===== config.mk =====
export PLATFORM = sky130hd
export DESIGN_NAME = mmio_uart_tx_flat
export DESIGN_NICKNAME = d
export VERILOG_FILES = /design/src/rtl/mmio_uart_tx_pkg.sv /design/src/rtl/mmio_uart_tx_if.sv /design/src/rtl/uart_tx_fifo.sv /design/src/rtl/mmio_uart_tx.sv /design/src/flat_wrapper.sv
export SDC_FILE = /design/constraint.sdc
export NUM_CORES = 1
export LEC_CHECK = 0
export BUFFER_PORTS_ARGS = -buffer_cell sky130_fd_sc_hd__buf_2
export CAP_MARGIN = 20
export CORE_ASPECT_RATIO = 0.7
export CORE_UTILIZATION = 53
export CTS_CLUSTER_DIAMETER = 100
export DETAILED_ROUTE_END_ITERATION = 7
export PLACE_DENSITY = 0.76
export SETUP_SLACK_MARGIN = 0.1
export SLEW_MARGIN = 10
export SYNTH_ARGS = -nofsm -noshare
export SYNTH_HDL_FRONTEND = slang
export SYNTH_SLANG_ARGS = --single-unit

===== constraint.sdc =====
create_clock -name clk -period 2.5 [get_ports clk]
set_input_delay 0.125 -clock clk [delete_from_list [all_inputs] [get_ports clk]]
set_output_delay 0.125 -clock clk [all_outputs]
set_load 0.005 [all_outputs]

===== src/rtl/mmio_uart_tx_pkg.sv =====
// Shared register map, STATUS bit positions and TX FSM encodings for mmio_uart_tx.
// UART_TX_PARITY_EN adds the PARITY state encoding.
package mmio_uart_tx_pkg;

  localparam logic [1:0] REG_TXDATA  = 2'd0;
  localparam logic [1:0] REG_STATUS  = 2'd1;
  localparam logic [1:0] REG_BAUDDIV = 2'd2;

  localparam int unsigned ST_BUSY    = 0;
  localparam int unsigned ST_FULL    = 1;
  localparam int unsigned ST_EMPTY   = 2;
  localparam int unsigned ST_OVF     = 3;
  localparam int unsigned ST_CNT_LSB = 8;

  typedef enum logic [2:0] {
    S_IDLE   = 3'd0,
    S_START  = 3'd1,
    S_DATA   = 3'd2,
`ifdef UART_TX_PARITY_EN
    S_PARITY = 3'd3,
`endif
    S_STOP   = 3'd4
  } tx_state_e;

endpackage


===== src/rtl/mmio_uart_tx_if.sv =====
// CPU data-memory port as seen by the UART: select, direction, word index, data.
interface mmio_uart_tx_if;
  logic        sel;
  logic        we;
  logic [1:0]  addr;
  logic [31:0] wdata;
  logic [31:0] rdata;

  modport master (output sel, we, addr, wdata, input rdata);
  modport slave  (input sel, we, addr, wdata, output rdata);
endinterface


===== src/rtl/uart_tx_fifo.sv =====
// Synchronous TX byte FIFO; a push while full is accepted only if a pop frees a slot.
module uart_tx_fifo #(
  parameter int unsigned DEPTH = 8,
  parameter int unsigned WIDTH = 8
) (
  input  logic                       clk,
  input  logic                       rst,
  input  logic                       push,
  input  logic                       pop,
  input  logic [WIDTH-1:0]           din,
  output logic [WIDTH-1:0]           dout,
  output logic                       full,
  output logic                       empty,
  output logic [$clog2(DEPTH):0]     count
);
  localparam int unsigned AW = $clog2(DEPTH);
  localparam int unsigned CW = AW + 1;

  logic [WIDTH-1:0] mem [DEPTH];
  logic [AW-1:0]    wr_ptr, rd_ptr;
  logic [CW-1:0]    count_next;
  logic             do_push, do_pop;

  assign do_pop  = pop && !empty;
  assign do_push = push && (!full || do_pop);
  assign dout    = mem[rd_ptr];

  always_comb begin
    count_next = count;
    if (do_push && !do_pop)      count_next = count + CW'(1);
    else if (do_pop && !do_push) count_next = count - CW'(1);
  end

  always_ff @(posedge clk) begin
    if (do_push) mem[wr_ptr] <= din;
  end

  always_ff @(posedge clk or posedge rst) begin
    if (rst) begin
      wr_ptr <= '0;
      rd_ptr <= '0;
      count  <= '0;
      full   <= 1'b0;
      empty  <= 1'b1;
    end else begin
      wr_ptr <= wr_ptr + AW'(do_push);
      rd_ptr <= rd_ptr + AW'(do_pop);
      count  <= count_next;
      full   <= count_next == CW'(DEPTH);
      empty  <= count_next == '0;
    end
  end
endmodule


===== src/rtl/mmio_uart_tx.sv =====
// Memory-mapped 8N1 UART transmitter on the CPU data-memory port.
// Define UART_TX_PARITY_EN for 8E1 framing (even parity bit after the data bits).
module mmio_uart_tx
  import mmio_uart_tx_pkg::*;
#(
  parameter int unsigned FIFO_DEPTH = 8,
  parameter int unsigned DIV_W      = 16,
  parameter int unsigned DIV_RST    = 434
) (
  input  logic          clk,
  input  logic          rst,
  mmio_uart_tx_if.slave bus,
  output logic          tx,
  output logic          tx_busy
);
  localparam int unsigned CW = $clog2(FIFO_DEPTH) + 1;

  logic             push, pop, full, empty;
  logic [7:0]       fifo_dout;
  logic [CW-1:0]    count;
  logic [DIV_W-1:0] divisor, baud_cnt;
  logic             ovf;
  tx_state_e        state;
  logic [7:0]       shift;
  logic [2:0]       bit_idx;
`ifdef UART_TX_PARITY_EN
  logic             parity;
`endif
  logic             wr, rd, bit_end, frame_end, ovf_evt, busy_next;
  logic [31:0]      status_word, rdata_next;
  logic             unused_wdata;

  assign wr        = bus.sel && bus.we;
  assign rd        = bus.sel && !bus.we;
  assign push      = wr && (bus.addr == REG_TXDATA);
  assign pop       = (state == S_IDLE) && !empty;
  assign bit_end   = baud_cnt == '0;
  assign frame_end = (state == S_STOP) && bit_end;
  assign ovf_evt   = push && full && !pop;
  // Busy as it will be after this edge, so the flop is not a cycle late.
  assign busy_next = ((state != S_IDLE) && !frame_end) || !empty || push;
  assign unused_wdata = ^bus.wdata;

  uart_tx_fifo #(.DEPTH(FIFO_DEPTH), .WIDTH(8)) u_fifo (
    .clk   (clk),
    .rst   (rst),
    .push  (push),
    .pop   (pop),
    .din   (bus.wdata[7:0]),
    .dout  (fifo_dout),
    .full  (full),
    .empty (empty),
    .count (count)
  );

  always_comb begin
    status_word                              = '0;
    status_word[ST_BUSY]                     = tx_busy;
    status_word[ST_FULL]                     = full;
    status_word[ST_EMPTY]                    = empty;
    status_word[ST_OVF]                      = ovf;
    status_word[ST_CNT_LSB +: 8]             = 8'(count);
    case (bus.addr)
      REG_STATUS:  rdata_next = status_word;
      REG_BAUDDIV: rdata_next = 32'(divisor);
      default:     rdata_next = '0;
    endcase
  end

  // Bus-visible registers.
  always_ff @(posedge clk or posedge rst) begin
    if (rst) begin
      bus.rdata <= '0;
      divisor   <= DIV_W'(DIV_RST);
      ovf       <= 1'b0;
      tx_busy   <= 1'b0;
    end else begin
      if (rd) bus.rdata <= rdata_next;
      if (wr && (bus.addr == REG_BAUDDIV))
        divisor <= (bus.wdata[DIV_W-1:0] == '0) ? DIV_W'(1) : bus.wdata[DIV_W-1:0];
      if (ovf_evt)                               ovf <= 1'b1;
      else if (rd && (bus.addr == REG_STATUS))   ovf <= 1'b0;
      tx_busy <= busy_next;
    end
  end

  // Frame sequencer; baud counter reloads at every bit boundary.
  always_ff @(posedge clk or posedge rst) begin
    if (rst) begin
      state    <= S_IDLE;
      tx       <= 1'b1;
      shift    <= '0;
      bit_idx  <= '0;
      baud_cnt <= '0;
`ifdef UART_TX_PARITY_EN
      parity   <= 1'b0;
`endif
    end else if (state == S_IDLE) begin
      if (!empty) begin
        state    <= S_START;
        tx       <= 1'b0;
        shift    <= fifo_dout;
        bit_idx  <= '0;
        baud_cnt <= divisor - DIV_W'(1);
`ifdef UART_TX_PARITY_EN
        parity   <= ^fifo_dout;
`endif
      end
    end else if (!bit_end) begin
      baud_cnt <= baud_cnt - DIV_W'(1);
    end else begin
      baud_cnt <= divisor - DIV_W'(1);
      case (state)
        S_START: begin
          state <= S_DATA;
          tx    <= shift[0];
        end
        S_DATA: begin
          if (bit_idx == 3'd7) begin
`ifdef UART_TX_PARITY_EN
            state <= S_PARITY;
            tx    <= parity;
`else
            state <= S_STOP;
            tx    <= 1'b1;
`endif
          end else begin
            bit_idx <= bit_idx + 3'd1;
            shift   <= shift >> 1;
            tx      <= shift[1];
          end
        end
`ifdef UART_TX_PARITY_EN
        S_PARITY: begin
          state <= S_STOP;
          tx    <= 1'b1;
        end
`endif
        S_STOP: begin
          state <= S_IDLE;
          tx    <= 1'b1;
        end
        default: begin
          state <= S_IDLE;
          tx    <= 1'b1;
        end
      endcase
    end
  end
endmodule


===== src/flat_wrapper.sv =====
// flat-port wrapper written by rule: the top's interface ports become plain ports
module mmio_uart_tx_flat import mmio_uart_tx_pkg::*;
#(
  parameter int unsigned FIFO_DEPTH = 8,
  parameter int unsigned DIV_W      = 16,
  parameter int unsigned DIV_RST    = 434
)
  (clk, rst, tx, tx_busy, bus_sel, bus_we, bus_addr, bus_wdata, bus_rdata);
  mmio_uart_tx_if bus_i ();
  input  logic clk;
  input  logic rst;
  output logic tx;
  output logic tx_busy;
  input wire logic [$bits(bus_i.sel)-1:0] bus_sel;
  input wire logic [$bits(bus_i.we)-1:0] bus_we;
  input wire logic [$bits(bus_i.addr)-1:0] bus_addr;
  input wire logic [$bits(bus_i.wdata)-1:0] bus_wdata;
  output wire logic [$bits(bus_i.rdata)-1:0] bus_rdata;
  assign bus_i.sel = bus_sel;
  assign bus_i.we = bus_we;
  assign bus_i.addr = bus_addr;
  assign bus_i.wdata = bus_wdata;
  assign bus_rdata = bus_i.rdata;
  mmio_uart_tx #(.FIFO_DEPTH(FIFO_DEPTH), .DIV_W(DIV_W), .DIV_RST(DIV_RST)) u_core (.clk(clk), .rst(rst), .bus(bus_i), .tx(tx), .tx_busy(tx_busy));
endmodule

* Word-level counts from Yosys, hierarchy flattened *
Memories as Yosys holds them, arrays and structs flattened.
Index checks and enable logic that the tools add are counted.

storage, ports and cells
  register bits = 93
  bits in writable memories = 64
  input bits = 38
  output and inout port bits = 34
  logic and storage cells = 99
  memories = 1

memory list
  memory             words  width  rd ports  clocked after Yosys merged registers in  wr ports  line                RTL
  u_core.u_fifo.mem  8      8      1         0                                        1         uart_tx_fifo.sv:19  logic [WIDTH-1:0] mem [DEPTH];

cells by class
  add/sub/neg operators = 7
  eq/ne operators = 10
  muxes and demuxes = 31
  reduce and logical (&&, ||, !) cells = 36

operators by type and width
  kind                                                                  count
  16-bit two-way mux                                                    4
  8-bit two-way mux                                                     5
  16-bit zero test                                                      2
  16-bit case mux with 2 select lines                                   1
  16-bit by 1-bit subtractor with 16-bit output, second input constant  2
  3-bit two-way mux                                                     9
  1-bit logical AND                                                     14
  1-bit two-way mux                                                     8
  4-bit two-way mux                                                     2
  1-bit zero test                                                       7
  3-bit by 1-bit adder with 3-bit output                                2
  3-bit == test, second input constant                                  2
  3-bit case mux with 2 select lines                                    1
  2-bit nonzero test                                                    3
  4-bit by 1-bit adder with 4-bit output, second input constant         1
  4-bit == test, second input constant                                  1
  4-bit zero test                                                       1
  4-bit AND reduction                                                   1
  4-bit by 1-bit subtractor with 4-bit output, second input constant    1
  3-bit by 1-bit adder with 3-bit output, second input constant         1
  3-bit by 1-bit == test with 1-bit output, second input constant       1
  3-bit by 2-bit == test with 1-bit output, second input constant       1
  3-bit zero test                                                       1
  1-bit logical OR                                                      3
  other kinds (10)                                                      10

* Logic depth before layout (Yosys ltp) *
Gate-level depths: netlist (run 1).

  depth after elaboration = 10
  depth in mapped cells = 9
  gate-level depth less buffers = 8

* By module *
Synthesis (run 1) repeated with hierarchy kept, for this count alone.

unflattened totals
  cell total of the unflattened synthesis = 539
  area, all modules = 6701.4 um^2

by module, submodules not included
  module        instances  cells an instance  area an instance (um^2)  sequential area each (um^2)
  mmio_uart_tx  1          381                3604.7                   1634.1
  uart_tx_fifo  1          158                3096.7                   2223.4

* Least setup slack after synthesis (run 1) *
OpenSTA, ideal clock, no wires.

  path kind = reg2reg
  from = register u_core.state[1]
  to = memory u_core.u_fifo.mem[0][0] (enable)
  setup time = 0.383 ns
  data arrival time = 2.024 ns
  data required time = 2.117 ns
  setup slack = 0.092 ns
  cell stages (with the launch flop) = 8
  buffers on the path = 2
  period minus slack after synthesis = 2.408 ns
  cells stage by stage = dfrtp_1 -> buf_2 -> nor3_4 -> nand2b_1 -> clkbuf_1 -> a21oi_1 -> nand2b_1 -> nor3_1

on the way
  word-level cells in the longest chain between the ends = 7

ends and longest elaborated chain
  element                                  line                 RTL
  start: declaration                       mmio_uart_tx.sv:23   tx_state_e state;
  start signal: assignment                 mmio_uart_tx.sv:90   state <= S_IDLE;
  start signal: assignment                 mmio_uart_tx.sv:100  state <= S_START;
  start signal: assignment                 mmio_uart_tx.sv:115  state <= S_DATA;
  3-bit zero test                          mmio_uart_tx.sv:36   assign pop = (state == S_IDLE) && !empty;
  1-bit logical AND                        mmio_uart_tx.sv:36
  1-bit logical AND                        uart_tx_fifo.sv:24   assign do_pop = pop && !empty;
  1-bit logical OR                         uart_tx_fifo.sv:25   assign do_push = push && (!full || do_pop);
  1-bit logical AND                        uart_tx_fifo.sv:25
  1-bit two-way mux                        uart_tx_fifo.sv:35   if (do_push) mem[wr_ptr] <= din;
  1-bit two-way mux (not written as such)  uart_tx_fifo.sv:35
  end: declaration                         uart_tx_fifo.sv:19

Every way passes these cells.

* Final worst setup path (run 1) *
  from = register u_core.state[0]
  to = register u_core.u_fifo.full

on the way
  word-level cells in the longest chain between the ends = 10
  elaborated cells on any way between the ends = 12
  those cells by class = 1 x eq/ne; 2 x mux; 9 x reduce/logical

ends and longest elaborated chain
  element                          line                RTL
  3-bit zero test (*)              mmio_uart_tx.sv:36
  1-bit logical AND (*)            mmio_uart_tx.sv:36
  1-bit logical AND (*)            uart_tx_fifo.sv:24
  1-bit logical OR                 uart_tx_fifo.sv:25
  1-bit logical AND                uart_tx_fifo.sv:25
  1-bit zero test                  uart_tx_fifo.sv:31  else if (do_pop && !do_push) count_next = count - CW'(1);
  1-bit logical AND                uart_tx_fifo.sv:31
  4-bit two-way mux                uart_tx_fifo.sv:31
  4-bit two-way mux (*)            uart_tx_fifo.sv:30  if (do_push && !do_pop) count_next = count + CW'(1);
  via u_core.u_fifo.count_next[2]  uart_tx_fifo.sv:21  logic [CW-1:0] count_next;
  4-bit == test (*)                uart_tx_fifo.sv:49  full <= count_next == CW'(DEPTH);
  end signal: assignment           uart_tx_fifo.sv:49
  end: declaration                 uart_tx_fifo.sv:12  output logic full,

The timed path passes the listed nets; every way through them passes the cells marked *.
A chain may end at the register's enable or synchronous reset.

==> results of run 1 <==
[cells in the final DEF (no fill, tap or decap), drive strengths merged, types with 5 or more instances in the layout]
cell | synthesis | routed
nor3 | 13 | 13
nand2b | 6 | 6
edfxtp | 64 | 64
or3 | 7 | 7
nor2 | 25 | 25
nand2 | 54 | 54
o221ai | 6 | 6
a21oi | 11 | 11
conb | 1 | 16
buf | 24 | 55
nor4 | 5 | 5
mux2i | 9 | 9
dlygate4sd3 | 0 | 10
nand3 | 28 | 28
mux2 | 22 | 22
a22oi | 9 | 9
o21ai | 30 | 30
ha | 14 | 14
inv | 18 | 23
xnor2 | 13 | 13
dfrtp | 70 | 70
mux4 | 16 | 16
clkbuf | 14 | 17
dfstp | 7 | 7
xor2 | 5 | 5
[what timing repair did]
action                                 4_1_cts  5_1_grt
hold buffers                                10        0
setup endpoints to repair                    0       71
endpoints found under the hold margin       42        0
gates resized for setup                      0        4
[metal layers]
metal  vias up  track usage
li1       2019            -
met1      2326        0.372
met2       231        0.375
met3        25       0.0638
met4         0       0.0712
met5         -            0
[cells by family (layout without fill, tap and decap cells)]
logic type	after synthesis	after routing	share of synthesized area
DFF	141	141	0.588
buffers and inverters	56	115	0.0445
other	1	16	0.000572
adders and majority gates	14	14	0.0267
muxes	47	47	0.106
xor gates and xnor gates	18	18	0.0240
AOI/OAI and AO/OA	83	83	0.0847
and+or+nand+nor	158	158	0.125
[area by class of cell]
| type | count | area share |
|---|---|---|
| clock inverters | 15 | 0.0245 |
| flip-flops and latches | 141 | 0.504 |
| multi-input cells | 336 | 0.325 |
| well taps | 157 | 0.0257 |
| inverters | 18 | 0.00883 |
| clock buffers | 17 | 0.0556 |
| repair buffers | 65 | 0.0559 |
[report_power, final]
| group | internal (mW) | switching [mW] | leakage (nW) | total (mW) |
|---|---|---|---|---|
| clock network | 1.59 | 1.02 | 0.292 | 2.61 |
| logic | 0.927 | 0.992 | 1.30 | 1.92 |
| registers | 2.86 | 0.540 | 1.52 | 3.40 |
| total | 5.38 | 2.55 | 3.11 | 7.93 |
[worst max-delay path: cells and delay by family (launching register included)]
| family | cells | cell delay (ns) |
|---|---|---|
| xor+xnor | 1 | 0.15 |
| simple gates | 3 | 0.70 |
| buf+inv | 1 | 0.24 |
| flops | 1 | 0.47 |
| compound gates | 2 | 0.54 |
[path summary, 6_finish.rpt]
kind,start,end,slack (ns)
setup reg to reg,u_core.state[0],u_core.u_fifo.full,0.29
hold / removal,bus_wdata[0],u_core.u_fifo.mem[2][0],0.02
hold reg to reg,u_core.tx,u_core.tx,0.46
max in group asynchronous,rst,u_core.divisor[5],1.41
setup / recovery,u_core.state[0],u_core.u_fifo.full,0.29
min in group asynchronous,rst,u_core.bit_idx[0],0.35
[flip-flops by register name (all words and copies together), names as in the netlist]
signal,flops
u_core.baud_cnt,16
u_core.u_fifo.mem,64
u_core.u_fifo.rd_ptr,3
u_core.u_fifo.wr_ptr,3
u_core.tx,1
u_core.u_fifo.full,1
u_core.divisor,16
u_core.bus.rdata,16
u_core.u_fifo.count,4
u_core.state,3
u_core.u_fifo.empty,1
u_core.shift,8
u_core.ovf,1
u_core.bit_idx,3
u_core.tx_busy,1
==> results by group, run 1 <==
Status
  – Status: complete, no violations

Drt
  – ANT nets after route: 0
  – Routed length on met2: 6.64 mm
  – First-iteration detailed-routing DRC count: 389
  – Uppermost layer routed: met4
  – Drt total wl: 15.0 mm
  – Total number of vias: 4,601
  – Routed vias/inst: 6.14
  – Post-route DRC: 0
  – Met3 wire len: 1.27 mm
  – DR pass1 iterations: 5
  – Routed wire per std cell: 20.0 µm
  – Met1 WL: 6.87 mm

CTS
  – Clock Tree Root: clkbuf_16
  – Buffer levels on the longest clock path: 2
  – TritonCTS Buffers: 17
  – Post-CTS Setup Inserts: 0
  – CTS H-tree lvls: 4
  – Clock sinks: 141
  – Clock Latency Late Sink: 0.42 ns
  – Clock transition at path regs: 0.06 ns
  – CTS tree: built

Power and ir drop
  – Power Dens Cells: 1040 nW/µm²
  – Overall Power: 7.93 mW
  – Leakage power: 3.11 nW
  – VDD IR max: 0.000617 V

Job
  – Max-cap violation count: 0

Worst setup path
  – CP Launch Type: flip-flop
  – Crit-path max FO: 7
  – Slowest cell on the critical path: dfrtp_1
  – CP arrival: 2.52 ns
  – Critical Path End Type: flip-flop
  – Worst EP required: 2.81 ns
  – Crit-path cells: nor3_4 > nand2b_1 > inv_2 > nor3_1 > a22oi_1 > xnor2_1 > a211oi_1
  – R2R cell count: 7
  – Setup CP Type: flip-flop to flip-flop
  – Max incr delay on CP: 0.47 ns

Logic synthesis
  – Synth unique cells: 60
  – Most common cell in the netlist: dfrtp_1
  – Seq/Total Area, Yosys: 0.588
  – Largest area contributor in the netlist: edfxtp_1
  – Flop and latch count out of synthesis: 141
  – Syn Std Cell Area: 6560 µm²
  – Syn Inst Count: 518
  – Syn Area/Cell: 12.7 µm²
  – Post-synth top cells: dfrtp_1 (70), edfxtp_1 (64), nand2_1 (54), o21ai_0 (29), nand3_1 (28)
  – Yosys top cell area share: 0.293
  – Main area contributors after synthesis: edfxtp_1 (29%), dfrtp_1 (27%), mux4_2 (5.5%), nand2_1 (3.1%), dfstp_2 (2.8%)
  – Synth async-reset ratio: 0.546
  – Yosys warns: 0
  – Post-synth EDFFs: 64
  – Top FF cell, synth: dfrtp_1

Floorplan
  – Site Rows: 33
  – Die Y-Extent: 95.1 µm
  – Top Ports: 72
  – Total Die Area: 12,800 µm²
  – Initial Util: 0.551
  – Core ar.: 11,900 µm²
  – Die width: 135 µm

Timing
  – # setup viols final: 0
  – Setup TNS Final: 0 ns
  – Final hold vios: 0
  – Final Critical Period: 2.21 ns
  – Worst-margin pin slew: 0.881 ns
  – Slew headroom: 0.411
  – Min Hold Slack: 0.0230 ns
  – Clock Skews: 0.00434 ns
  – RSZ-0062 raised after global routing: false
  – Final Slew Violations: 0
  – Fmax: 453 MHz
  – Period utilisation layout: 0.882
  – PnR worst setup slack: 0.294 ns

Final layout
  – Fin nets: 631
  – Layout fillers: 826
  – Post-Layout Cell Count: 749
  – Antenna Cells: 0
  – Final core occ: 0.644
  – Register area: 3860 µm²
  – Area grow syn2layout: 16.8%
  – Cell area after layout: 7650 µm²
  – Footprint of the multi-input gates: 2490 µm²
  – Layout cells sized above 1: 0.242

Worst hold path
  – Hold Path Class: input port to flip-flop
  – Min-Delay Path Depth: 1

Global routing
  – Antenna violations before repair: 0
  – Vias in the first global route: 4,428
  – Global route overflow: 0
  – Largest net degree at the start of global routing: 49
  – First-pass GRT wire length: 23.8 mm
  – Gr usage total: 0.253

Placed design
  – Post-Place Worst Slack: 0.212 ns
  – IO Port Bufs: 39
  – Dpl cell area: 6920 µm²
  – Post-Place Cells: 707
  – RePlAce Congestion: 0.899
  – HPWL after DPL: 10.1 mm
Note: power is estimated with default switching activity, not from simulation.
==> run 2: changes to the inputs <==
--- a/config.mk
+++ b/config.mk
@@ -5,13 +5,13 @@
 export SDC_FILE = /design/constraint.sdc
 export NUM_CORES = 1
 export LEC_CHECK = 0
-export BUFFER_PORTS_ARGS = -buffer_cell sky130_fd_sc_hd__buf_2
 export CAP_MARGIN = 20
 export CORE_ASPECT_RATIO = 0.7
-export CORE_UTILIZATION = 53
+export CORE_UTILIZATION = 57
 export CTS_CLUSTER_DIAMETER = 100
 export DETAILED_ROUTE_END_ITERATION = 7
-export PLACE_DENSITY = 0.76
+export DONT_BUFFER_PORTS = 1
+export PLACE_DENSITY = 0.75
 export SETUP_SLACK_MARGIN = 0.1
 export SLEW_MARGIN = 10
 export SYNTH_ARGS = -nofsm -noshare
==> run 2 against run 1 <==
Against the previous run:
- global-route usage grew 0.99 points
- worst setup slack lost 0.098 ns
- hold slack gained 0.032 ns
- clock skew grew 0.0040 ns
- first-iteration DRC count grew 3.1%
- largest cell class unchanged
- critical endpoint is now u_core.baud_cnt[14]
- largest power group unchanged
- critical path type unchanged
- sequential cell count is the same
- design area shrank 2.7%
==> results by group, run 2 (same netlist as run 1, synthesis figures left out) <==
Worst setup path
  – Worst EP required: 2.77 ns
  – Setup CP Type: flip-flop to flip-flop
  – Worst path top cell family by delay: simple AND/OR/NAND/NOR gates
  – Max incr delay on CP: 0.50 ns
  – CP arrival: 2.57 ns
  – Crit path buf inv count: 1
  – Slowest cell on the critical path: nor4b_1
  – Crit-path cells: inv_1 > ha_1 > nor4b_1 > nand2_1 > nor2_1 > xnor2_1 > o221ai_1
  – Reg-to-Reg End: u_core.baud_cnt[14]
  – CP Launch Type: flip-flop
  – Worst r2r src: u_core.divisor[0]
  – Crit-path max FO: 6
  – R2R cell count: 7
  – FF-to-FF setup slack: 0.20 ns
  – Critical Path End Type: flip-flop

Drt
  – Routed vias/inst: 6.11
  – Post-route DRC: 0
  – DR pass1 iterations: 5
  – Total number of vias: 4,353
  – Drt total wl: 14.2 mm
  – Routed wire per std cell: 19.9 µm
  – ANT nets after route: 0
  – First-iteration detailed-routing DRC count: 401

Final layout
  – Commonest non-fill, non-tap cell in the layout: dfrtp_1
  – Largest Register: u_core.u_fifo.mem
  – Area grow syn2layout: 13.6%
  – Max reg flops: 64
  – Layout fillers: 772
  – Post-Layout Cell Count: 712
  – Commonest non-fill, non-tap cells in the layout: dfrtp_1 (69), edfxtp_1 (64), nand2_1 (54)
  – Antenna Cells: 0
  – Fin nets: 598
  – Layout cells sized above 1: 0.179

Floorplan
  – Initial Util: 0.591
  – Core ar.: 11,100 µm²
  – Die width: 130 µm
  – Top Ports: 72
  – Die Y-Extent: 91.7 µm
  – Total Die Area: 11,900 µm²
  – Site Rows: 32

Global routing
  – Largest net degree at the start of global routing: 78
  – Vias in the first global route: 4,317
  – Global route overflow: 0
  – First-pass GRT wire length: 23.2 mm
  – Gr usage total: 0.263
  – Antenna violations before repair: 1

Timing
  – Final Critical Period: 2.30 ns
  – Worst-margin pin slew: 0.848 ns
  – Slew headroom: 0.433
  – Final Slew Violations: 0
  – Final hold vios: 0
  – Period utilisation layout: 0.921
  – # setup viols final: 0
  – RSZ-0062 raised after global routing: false
  – Setup TNS Final: 0 ns
  – Clock Skews: 0.00831 ns
  – Fmax: 434 MHz

Placed design
  – IO Port Bufs: 0
  – RePlAce Congestion: 0.881
  – HPWL after DPL: 9.52 mm
  – Post-Place Cells: 663

Worst hold path
  – Hold Path End: u_core.divisor[0]
  – Hold Path Class: input port to flip-flop
  – Min-Delay Path Depth: 3
  – Hold Startpoint: bus_wdata[6]

CTS
  – Clock transition at path regs: 0.06 ns
  – CTS H-tree lvls: 4
  – CTS tree: built
  – Clock Tree Root: clkbuf_16
  – Clock Latency Late Sink: 0.42 ns
  – Buffer levels on the longest clock path: 2
  – TritonCTS Buffers: 17
  – Clock sinks: 141
  – Post-CTS Setup Inserts: 0

Power and ir drop
  – Power Dens Cells: 1020 nW/µm²
  – Leakage power: 2.93 nW
  – VDD IR max: 0.000713 V

Status
  – Status: complete, no violations

Job
  – Max-cap violation count: 0
==> run 2: final cells by class <==
class / count / area, µm² / share of cell area
tap: 153 / 191 / 0.0257
clock buffer: 17 / 425 / 0.0571
multi-input combinational: 336 / 2490 / 0.334
clock inverter: 15 / 121 / 0.0163
timing repair buffer: 32 / 295 / 0.0397
sequential: 141 / 3860 / 0.518
inverter: 18 / 67.6 / 0.00907
==> run 2: stage by stage <==
step / hold WS, ns / total power [mW] / util / worst slack (ns) / instance area (µm²)
6_report: 0.0549 / 7.58 / 0.671 / 0.197 / 7450
5_1_grt: 0.0801 / 7.94 / 0.671 / 0.124 / 7450
4_1_cts: 0.0479 / 7.57 / 0.670 / 0.167 / 7430
3_5_place_dp: 0.129 / 5.20 / 0.605 / 0.210 / 6720
3_3_place_gp: 0.128 / 5.10 / 0.605 / 0.308 / 6720
2_1_floorplan: 0.224 / 4.71 / - / 0.305 / 6620
==> run 2: repair_timing <==
action,4_1_cts,5_1_grt
resized for setup,0,3
endpoints found under the hold margin,150,0
hold buffers,17,0
setup endpoints to repair,0,73
==> run 2: worst max-delay path by stage <==
stage | startpoint | endpoint | cells past startpoint
2_1_floorplan | u_core.state[1] | u_core.u_fifo.mem[2][0] | 7
6_report | u_core.divisor[0] | u_core.baud_cnt[14] | 7
3_3_place_gp | u_core.state[1] | u_core.u_fifo.mem[1][3] | 6
4_1_cts | u_core.state[1] | u_core.u_fifo.mem[1][3] | 6
5_1_grt | u_core.state[0] | u_core.u_fifo.empty | 8
3_5_place_dp | u_core.state[1] | u_core.baud_cnt[11] | 6
==> run 2: worst reg2reg max path, cell delays in order (launching register included) <==
cell,delay (ns)
dfrtp_1,0.48
inv_1,0.15
ha_1,0.24
nor4b_1,0.51
nand2_1,0.20
nor2_1,0.18
xnor2_1,0.22
o221ai_1,0.18
==> run 2: where the power goes <==
group	leakage (nW)	internal [mW]	switching [mW]
combinational	1.14	0.894	0.962
sequential	1.52	2.87	0.520
clock	0.258	1.36	0.981
==> run 2: layer usage <==
metal  track usage  wire, µm  up-vias
met3        0.0875      1240       14
met2         0.367      6340      190
met4        0.0649        82        0
li1              -         -     1951
met5             0         0        -
met1         0.396      6530     2198
